$ cat src/rtl/wb_queue.sv
`default_nettype none
// ============================================================================
// Module      : wb_queue
// Description : In-order writeback queue between result producers and the
//               register-file write port. Accepts one result per cycle,
//               drains the head whenever the write port is free, and
//               optionally exposes pending writes to operand forwarding.
//
//               Ports
//                 clk, rst_n          clock, synchronous active-low reset
//                 in_valid/in_ready   producer handshake
//                 in_rd, in_data      destination index and result value
//                 wb_stall            write port busy; head is held
//                 WE, A3, WD          register-file write port
//                 q_rs1/q_rs2         forwarding query indices
//                 q_hit1/q_hit2       query has a pending queued write
//                 q_data1/q_data2     youngest pending value for that query
//                 count               current occupancy (0..DEPTH)
//
//               Build option
//                 WB_QUEUE_FWD_EN     when defined, forwarding compare
//                                     logic is built; otherwise the query
//                                     outputs are tied to zero.
// Revision    : 1.0 - initial release
// ============================================================================
module wb_queue #(
  parameter int DEPTH = 4
) (
  input  logic                     clk,
  input  logic                     rst_n,
  input  logic                     in_valid,
  output logic                     in_ready,
  input  logic [4:0]               in_rd,
  input  logic [31:0]              in_data,
  input  logic                     wb_stall,
  output logic                     WE,
  output logic [4:0]               A3,
  output logic [31:0]              WD,
  input  logic [4:0]               q_rs1,
  input  logic [4:0]               q_rs2,
  output logic                     q_hit1,
  output logic                     q_hit2,
  output logic [31:0]              q_data1,
  output logic [31:0]              q_data2,
  output logic [$clog2(DEPTH):0]   count
);

  localparam int AW = $clog2(DEPTH);
  localparam int CW = AW + 1;

  // Entry storage is never cleared; validity comes from pointers/count only.
  logic [4:0]    r_rd   [DEPTH];
  logic [31:0]   r_data [DEPTH];
  logic [AW-1:0] r_wptr;
  logic [AW-1:0] r_rptr;
  logic [CW-1:0] r_count;

  logic w_has_head;
  logic w_push;

  // Outputs are forced quiet while reset is asserted, even before the
  // reset edge has cleared the occupancy.
  assign w_has_head = rst_n && (r_count != '0);

  // Depends only on stored occupancy: a full queue refuses a push even in a
  // cycle where the head is being written.
  assign in_ready   = (r_count < CW'(DEPTH));

  // Writes to x0 complete the handshake but are never stored.
  assign w_push     = in_valid && in_ready && (in_rd != 5'd0);

  assign WE    = w_has_head && !wb_stall;
  assign A3    = w_has_head ? r_rd[r_rptr]   : 5'd0;
  assign WD    = w_has_head ? r_data[r_rptr] : 32'd0;
  assign count = r_count;

  always_ff @(posedge clk) begin
    if (!rst_n) begin
      r_wptr  <= '0;
      r_rptr  <= '0;
      r_count <= '0;
    end else begin
      if (w_push) begin
        r_wptr <= r_wptr + 1'b1;
      end
      if (WE) begin
        r_rptr <= r_rptr + 1'b1;
      end
      case ({w_push, WE})
        2'b10:   r_count <= r_count + 1'b1;
        2'b01:   r_count <= r_count - 1'b1;
        default: r_count <= r_count;
      endcase
    end
  end

  always_ff @(posedge clk) begin
    if (rst_n && w_push) begin
      r_rd[r_wptr]   <= in_rd;
      r_data[r_wptr] <= in_data;
    end
  end

`ifdef WB_QUEUE_FWD_EN
  // Scan from oldest to youngest so a later match overwrites an earlier one,
  // leaving the most recently pushed value. The head entry is included until
  // it is actually popped; the same-cycle input is not considered.
  function automatic logic [32:0] f_lookup(input logic [4:0] rs);
    logic          hit;
    logic [31:0]   data;
    logic [AW-1:0] idx;
    hit  = 1'b0;
    data = 32'd0;
    idx  = '0;
    if (rst_n && (rs != 5'd0)) begin
      for (int i = 0; i < DEPTH; i++) begin
        idx = r_rptr + AW'(i);
        if ((CW'(i) < r_count) && (r_rd[idx] == rs)) begin
          hit  = 1'b1;
          data = r_data[idx];
        end
      end
    end
    return {hit, data};
  endfunction

  assign {q_hit1, q_data1} = f_lookup(q_rs1);
  assign {q_hit2, q_data2} = f_lookup(q_rs2);
`else
  logic w_unused_q;
  assign w_unused_q = ^{q_rs1, q_rs2};

  assign q_hit1  = 1'b0;
  assign q_hit2  = 1'b0;
  assign q_data1 = 32'd0;
  assign q_data2 = 32'd0;
`endif

endmodule
`default_nettype wire

$ cat config.mk
export PLATFORM = sky130hd
export DESIGN_NAME = wb_queue
export DESIGN_NICKNAME = d
export VERILOG_FILES = /design/src/rtl/wb_queue.sv
export SDC_FILE = /design/constraint.sdc
export NUM_CORES = 1
export LEC_CHECK = 0
export CAP_MARGIN = 20
export CORE_MARGIN = 1.5
export CORE_UTILIZATION = 23
export DETAILED_ROUTE_END_ITERATION = 10
export GPL_TIMING_DRIVEN = 0
export PLACE_DENSITY = 0.55
export SLEW_MARGIN = 10
export SYNTH_ARGS = -nofsm -noshare
export SYNTH_HDL_FRONTEND = slang
export SYNTH_SLANG_ARGS = --single-unit
$ cat constraint.sdc
create_clock -name clk -period 2.77 [get_ports clk]
set_input_delay 0.831 -clock clk [delete_from_list [all_inputs] [get_ports clk]]
set_output_delay 0.831 -clock clk [all_outputs]
set_load 0.005 [all_outputs]
; Yosys cells after proc, flatten, opt, wreduce, memory -nomap -nowiden
; Memories as Yosys holds them, arrays and structs flattened. A register that Yosys moved wholly into a read port is not among the register bits.
; Cells that the tools add are included.
[totals]
rom_bits = 0
reg_bits = 7
mem_count = 2
latchBits = 0
mem_bits_rw = 148
word_cells = 30
[mem_list]
columns = name, depth, width, rd, rd_clocked_by_memory_dff, wr, line
row1 = r_data, 4, 32, 1, 1, 1, 53  ; logic [31:0] r_data [DEPTH];
row2 = r_rd, 4, 5, 1, 1, 1, 52  ; logic [4:0] r_rd [DEPTH];
[op_classes]
n_reduce_logical = 9
add_sub_neg = 4
n_div = 0
n_lt_le_gt_ge = 1
bitwise_logic = 0
n_eq_ne = 2
mul = 0
mux = 9
shifts = 0
[ops]
columns = op, n
row1 = 32-bit 2-to-1 mux, 1
row2 = 2-bit 2-to-1 mux, 4
row3 = 3-bit one-hot mux with 2 select lines, 1
row4 = 1-bit logical AND, 5
row5 = 5-bit 2-to-1 mux, 1
row6 = 5-bit nonzero test, 1
row7 = "2-bit by 1-bit adder with 2-bit output, second input constant", 2
row8 = "3-bit by 1-bit adder with 3-bit output, second input constant", 1
row9 = "3-bit less-than comparator, second input constant", 1
row10 = 3-bit nonzero test, 1
row11 = "3-bit by 1-bit subtractor with 3-bit output, second input constant", 1
row12 = "2-bit by 1-bit equality test with 1-bit output, second input constant", 1
row13 = "2-bit equality test, second input constant", 1
row14 = 1-bit 2-to-1 mux, 2
row15 = 2-bit nonzero test, 1
row16 = 1-bit logical NOT, 1

; Longest topological paths before layout
; Gate-level depths: netlist (run 1).
[logic_depth]
word_depth = 6
ltp_mapped = 9
ltp_nobuf = 9

; Worst setup path before layout (run 1)
; No wires, ideal clock.
[synth_path]
kind = in2reg
start = input in_rd[1]
end = register r_count[2], in the netlist count[2]
cell_stages = 9
arrival_ns = 2.556
required_ns = 2.700
slack_ns = 0.144
path_buffers = 0
cell_sequence = nor3_1 > a21oi_1 > inv_1 > ha_1 > inv_1 > fa_1 > xor2_1 > or3_1 > a21oi_1
[synth_between]
elab_chain_len = 4
[synth_lines]
columns = item, line
row1 = "start, declared", 33  ; input logic [4:0] in_rd,
row2 = 5-bit nonzero test *, 70  ; assign w_push = in_valid && in_ready && (in_rd != 5'd0);
row3 = 1-bit logical AND *, 70
row4 = 2-bit by 1-bit equality test with 1-bit output / 2-bit equality test (equally long branches), 89  ; case ({w_push, WE})
row5 = 3-bit one-hot mux with 2 select lines / 2-bit nonzero test (equally long branches), -
row6 = "end signal, assigned", 90  ; 2'b10: r_count <= r_count + 1'b1;
row7 = "end signal, assigned", 91  ; 2'b01: r_count <= r_count - 1'b1;
row8 = "end signal, assigned", 92  ; default: r_count <= r_count;
row9 = "end, declared", 56  ; logic [CW-1:0] r_count;
; Mark *: on every way between the ends. The rest lies on a longest branch, timed or not.
; A chain may end at the register's enable or synchronous reset.

==> summary.md, run 1 <==
| Metric | Value |
|---|---|
| Finished Cell Area | `9100 um2` |
| Power Total | `6.47 mW` |
| Post-synthesis simple-gate area fraction | `5.36%` |
| Num rows | `61` |
| Worst EP arrival | `1910 ps` |
| Remaining Overflow, GRT | `0` |
| Setup Crit Path Kind | `reg -> out` |
| CTS Buffer Depth | `2` |
| R2r setup slk | `420 ps` |
| Max-slew violation count | `0` |
| Antenna violations before repair | `3` |
| Post-Route WL | `13900 um` |
| Syn_area_per_cell | `18.5 um2` |
| Mux cell area share after synthesis | `13.4%` |
| Most numerous cell in the Yosys netlist | `edfxtp_1` |
| # IOs | `159` |
| Final setup viols | `0` |
| First-pass GRT wire length | `21600 um` |
| DR vias | `3478` |
| Wire length per cell | `14.8 um` |
| EDFF count, synth | `148` |
| Max FO, Critical Path | `8` |
| Vias/cell | `3.71` |
| Total GRT Usage | `9.63%` |
| Yosys top cell area share | `67.0%` |
| Async set or reset register ratio after synthesis | `0%` |
| RSZ-0062 raised after global routing | `yes` |
| CTS tree | `built` |
| Worst VDD drop | `0.000380 V` |
| Synth cell count leaders | `148 x edfxtp_1, 66 x buf_4, 31 x mux4_2` |
| Outcome | `complete, no violations` |
| CTS Root Cell | `clkbuf_16` |
| Clk_lat worst skew | `420 ps` |
| Largest family of logic cells by synthesized area | `multiplexers` |
| Final period util | `99.0%` |
| Final-stage net count | `601` |
| Reg clk slew, reported paths | `60 ps` |
| Fillers | `2765` |
| Vias in the first global route | `3732` |
| Post-DP HPWL | `9160 um` |
| Initial drt markers | `149` |
| Total number of H-tree levels | `4` |
| Remaining DRCs | `0` |
| Final ANT Viol Nets | `0` |
| # port buffers | `82` |
| Placeable core region | `28100 um2` |
| Die area | `29900 um2` |
| Required time of the critical path | `1940 ps` |
| Post-Syn Instances | `359` |
| TritonCTS buffer count | `17` |
| Share of cells above drive strength 1 | `39.7%` |
| Worst setup SP type | `register` |
| Initial core utilization | `23.6%` |
| Synth cell types | `32` |
| MaxCap Viol Count | `0` |
| F_max | `365 MHz` |
| Compound-Gate Fraction of Synth Area | `0.755%` |
| Setup Skew | `11.6 ps` |
| TNS Setup | `0 ps` |
| Max-slew headroom | `54.0%` |
| Drt pass-1 iters | `4` |
| CTS sink count | `157` |
| Leak | `3.40 nW` |
| Adder-cell share of the synthesized area | `1.25%` |
| Pwr dens | `711 nW/um2` |
| Hold WC Path Type | `reg -> reg` |
| Register bit total from synthesis | `157` |
| Synthesis Warnings | `0` |
| Post-Layout Cell Count | `937` |
| Cell area after synthesis | `6630 um2` |
| Area of placed instances | `8280 um2` |
| Synth area leader | `edfxtp_1` |
| Period minus WS final | `2740 ps` |
| Worst Tran Pin Value | `690 ps` |
| Die W | `173 um` |
| Seq/Total Area, Yosys | `69.7%` |
| Routability cong. | `0.649` |
| Crit. End Element | `output port` |
| Largest net degree at the start of global routing | `23` |
| Die height | `173 um` |
| Layout area overhead | `37.3%` |
| Synth Flop Type | `edfxtp_1` |
| Synth area leaders | `edfxtp_1 67%, mux4_2 11%, buf_4 7.5%` |
| Synth Area in XOR/XNOR | `0.264%` |
| Hold Vio Cnt, Final | `0` |
| Placed insts | `888` |
-- worst paths after layout --
path | cells past startpoint | endpoint | from
setup / recovery | 5 | A3[0] | register
setup reg to reg | 10 | count[2] | count[0]
hold reg to reg | 1 | r_rptr[0] | r_rptr[0]
hold / removal | 1 | r_rptr[0] | r_rptr[0]
-- registers in the layout, indices dropped and copies added, names as in the netlist, named ones only --
register and flops:
r_data 128, r_rd 20, count 3, r_rptr 2, r_wptr 2
-- per-layer routing --
metal | track usage (%) | vias up | share of wire [%]
met5 | 0 | - | 0.086
met4 | 3.41 | 2 | 0.98
met3 | 3.76 | 11 | 6.5
met2 | 15.8 | 127 | 49
met1 | 11.5 | 1730 | 43
li1 | - | 1608 | -
-- worst max-delay path: stages, from the launching register on --
cell and delay [ps]:
dfxtp_2 340, buf_12 150, buf_4 120, mux4_2 490, nor2b_4 140, dlygate4sd2_1 260
-- layout by cell type (no fill, tap or decap), drive strengths merged, types with 3 or more instances in the layout --
cell and count:
inv 11, ha 5, dlymetal6s2s 5, and2b 7, clkbuf 35, a21oi 3, conb 66, dfxtp 9
mux4 37, nand2 3, mux2i 3, nor2b 30, clkinvlp 4, clkdlybuf4s50 38, edfxtp 148, buf 118
clkinv 3, and3 4, nor2 5, nand3 3
-- metrics by stage --
stage / utilization [%] / setup slack (ps) / hold slack (ps)
floorplan: - / 144 / 430
global placement: 29.1 / -1250 / 444
detailed placement: 29.5 / -908 / 483
CTS: 32.7 / -103 / 498
global route: 32.4 / -47.1 / 514
finish: 32.4 / 28.8 / 504
-- report_power, final --
group / total [mW] / leakage [nW] / internal (mW) / switching [mW]
Combinational: 1.44 / 1.71 / 0.848 / 0.588
Sequential: 2.76 / 1.42 / 2.71 / 0.0486
Clock: 2.28 / 0.265 / 1.34 / 0.945
-- final cells by class --
class                           count  area [um2]  area share (%)
Antenna cell                        2        5.00          0.0550
Buffer                             79         668            7.34
Clock buffer                       20         437            4.80
Clock inverter                     12         138            1.51
Inverter                            8        30.0           0.330
Multi-Input combinational cell    180        1750            19.2
Sequential cell                   157        4630            50.8
Tap cell                          378         473            5.20
Timing Repair Buffer              101         973            10.7
-- cells by family (layout without fill, tap and decap cells) --
| family | after synthesis | in the layout |
|---|---|---|
| buf+inv | 87 | 220 |
| flops | 157 | 157 |
| other cells | 1 | 68 |
| xor+xnor | 2 | 2 |
| compound gates | 7 | 7 |
| fa+ha+maj | 6 | 6 |
| mux | 40 | 40 |
| simple gates | 59 | 59 |
-- what timing repair did --
item	4_1_cts	5_1_grt
gates cloned	3	0
gates resized for setup	186	31
setup buffers	13	2
pin swaps	2	1
setup endpoints to repair	40	35
hold buffers	0	0
Note: power is estimated with default switching activity, not from simulation.
==> inputs of run 2 (changes only) <==
--- a/config.mk
+++ b/config.mk
@@ -6,7 +6,6 @@
 export NUM_CORES = 1
 export LEC_CHECK = 0
 export CAP_MARGIN = 20
-export CORE_MARGIN = 1.5
 export CORE_UTILIZATION = 23
 export DETAILED_ROUTE_END_ITERATION = 10
 export GPL_TIMING_DRIVEN = 0
==> run 2 against run 1 <==
Effect of this change: first-iteration DRC count rose by 8.1%; critical endpoint is now WD[4]; sequential share of layout area fell by 0.15 points; design area rose by 0.37%; total power rose by 0.47%; combinational power barely moved; critical path depth rose by 1; maximum frequency rose by 0.84%; via count fell by 0.23%; global-route usage rose by 0.26 points.
==> summary.md, run 2 (synthesized netlist as in run 1, its figures left out) <==
| Metric | Value |
|---|---|
| TNS Setup | `0 ps` |
| Worst EP arrival | `1890 ps` |
| Register name with the most flops | `r_data` |
| Ant. Diodes | `0` |
| First-pass GRT wire length | `21000 um` |
| Final period util | `98.1%` |
| Hold Vio Cnt, Final | `0` |
| Total GRT Usage | `9.90%` |
| Setup Crit Path Kind | `reg -> out` |
| Largest net degree at the start of global routing | `20` |
| Reg clk slew, reported paths | `60 ps` |
| Drt pass-1 iters | `4` |
| DR vias | `3470` |
| Worst VDD drop | `0.000290 V` |
| Hold Crit Depth | `1` |
| # port buffers | `82` |
| Initial core utilization | `23.6%` |
| Initial drt markers | `161` |
| Footprint of the multi-input gates | `1810 um2` |
| Die area | `29500 um2` |
| Worst r2r src | `count[0]` |
| Most frequent cells in the layout | `148 x edfxtp_1, 76 x buf_4, 66 x conb_1` |
| Max reg flops | `128` |
| Routed length on met1 | `6000 um` |
| Power Total | `6.50 mW` |
| RSZ-0062 raised after global routing | `yes` |
| Routed wire length on met2 | `6920 um` |
| Post-Route WL | `14000 um` |
| Clk_lat worst skew | `430 ps` |
| DR top layer | `met4` |
| Post-DP HPWL | `9220 um` |
| F_max | `368 MHz` |
| DR WL met3 | `903 um` |
| Layout area overhead | `37.8%` |
| Remaining DRCs | `0` |
| Hold WC Path Type | `reg -> reg` |
| Period minus WS final | `2720 ps` |
| Outcome | `complete, no violations` |
| MaxCap Viol Count | `0` |
| Placeable core region | `28100 um2` |
| Worst setup SP type | `register` |
| Setup Skew | `14.0 ps` |
| Final setup viols | `0` |
| Sequential cell area | `4630 um2` |
| Fillers | `2783` |
| Most common cell after layout, fill and taps aside | `edfxtp_1` |
| Pwr dens | `712 nW/um2` |
| R2r setup slk | `270 ps` |
| Worst hold start | `r_rptr[1]` |
| Die W | `172 um` |
| Leak | `3.45 nW` |
| FF-to-FF End | `count[2]` |
| Wire length per cell | `15.0 um` |
| Final-stage net count | `602` |
| TritonCTS buffer count | `17` |
| Vias/cell | `3.71` |
| CTS Root Cell | `clkbuf_16` |
| Num rows | `61` |
| Die height | `172 um` |
| CTS sink count | `157` |
| Antenna violations before repair | `0` |
| Total number of H-tree levels | `4` |
| Final ANT Viol Nets | `0` |
| Crit. End Element | `output port` |
| Reg2Reg Depth | `11` |
| Max FO, Critical Path | `5` |
| Remaining Overflow, GRT | `0` |
| CTS Buffer Depth | `2` |
| Routability cong. | `0.642` |
| Max-slew headroom | `59.0%` |
| Share of cells above drive strength 1 | `41.8%` |
| # IOs | `159` |
| Required time of the critical path | `1940 ps` |
| Vias in the first global route | `3651` |
| Max-slew violation count | `0` |
| CTS tree | `built` |
| Worst Tran Pin Value | `615 ps` |
[run 2: cell count changes in the layout (fill, tap and decap cells not counted), sizes merged]
cell	previous run	this run
buf	118	127
inv	11	17
dlygate4sd2	2	1
clkbuf	35	24
bufinv	2	1
clkinvlp	4	2
clkdlybuf4s15	2	3
diode	2	0
[run 2: how the worst max path moves through the flow]
stage	end	slack [ps]	depth (start not counted)
final	WD[4]	50	6
after global routing	WD[10]	-50	6
after CTS	WD[26]	-160	8
after detailed placement	WD[23]	-940	6
after global placement	r_data[2][3]	-1240	4
after floorplan	count[2]	140	9
[run 2: final cells by class]
class / instances / share of cell area, %
clock inverter: 15 / 1.62
timing repair buffer: 105 / 11.2
buffer: 76 / 6.53
multi-input combinational: 180 / 19.8
inverter: 8 / 0.329
sequential: 157 / 50.7
clock buffer: 17 / 4.66
tap: 378 / 5.18
[run 2: through the flow]
step           utilization (%)  hold slack (ps)  instances  cell area [um2]  setup WS [ps]
6_report                  32.5              489        936             9140           51.6
5_1_grt                   32.5              531        936             9140          -48.5
4_1_cts                   33.1              488        942             9290           -157
3_5_place_dp              29.5              480        888             8280           -939
3_3_place_gp              29.1              440        884             8170          -1240
2_1_floorplan                -              430        424             6880            144
[run 2: worst max-delay path, cell delays in order, from the launching register on]
cell	delay, ps
dfxtp_4	370
buf_12	130
buf_12	100
buf_12	120
mux4_2	490
nor2b_4	130
buf_2	130
[run 2: routing by layer]
metal | GRT usage, % | vias up
met5 | 0 | -
met4 | 3.54 | 0
met3 | 3.01 | 13
met2 | 16.8 | 125
met1 | 11.8 | 1724
li1 | - | 1608
[run 2: power by group]
group          switching, mW  internal (mW)  total (mW)
combinational          0.610          0.852        1.46
sequential            0.0522           2.71        2.76
clock                   1.01           1.27        2.28
total                   1.68           4.83        6.50
[run 2: repair_timing]
item / in CTS / in global routing
gates cloned: 4 / 0
endpoints found under the setup margin: 40 / 112
resized for setup: 222 / 15
pin swaps: 3 / 2
buffers inserted: 18 / 2
hold buffers: 0 / 0
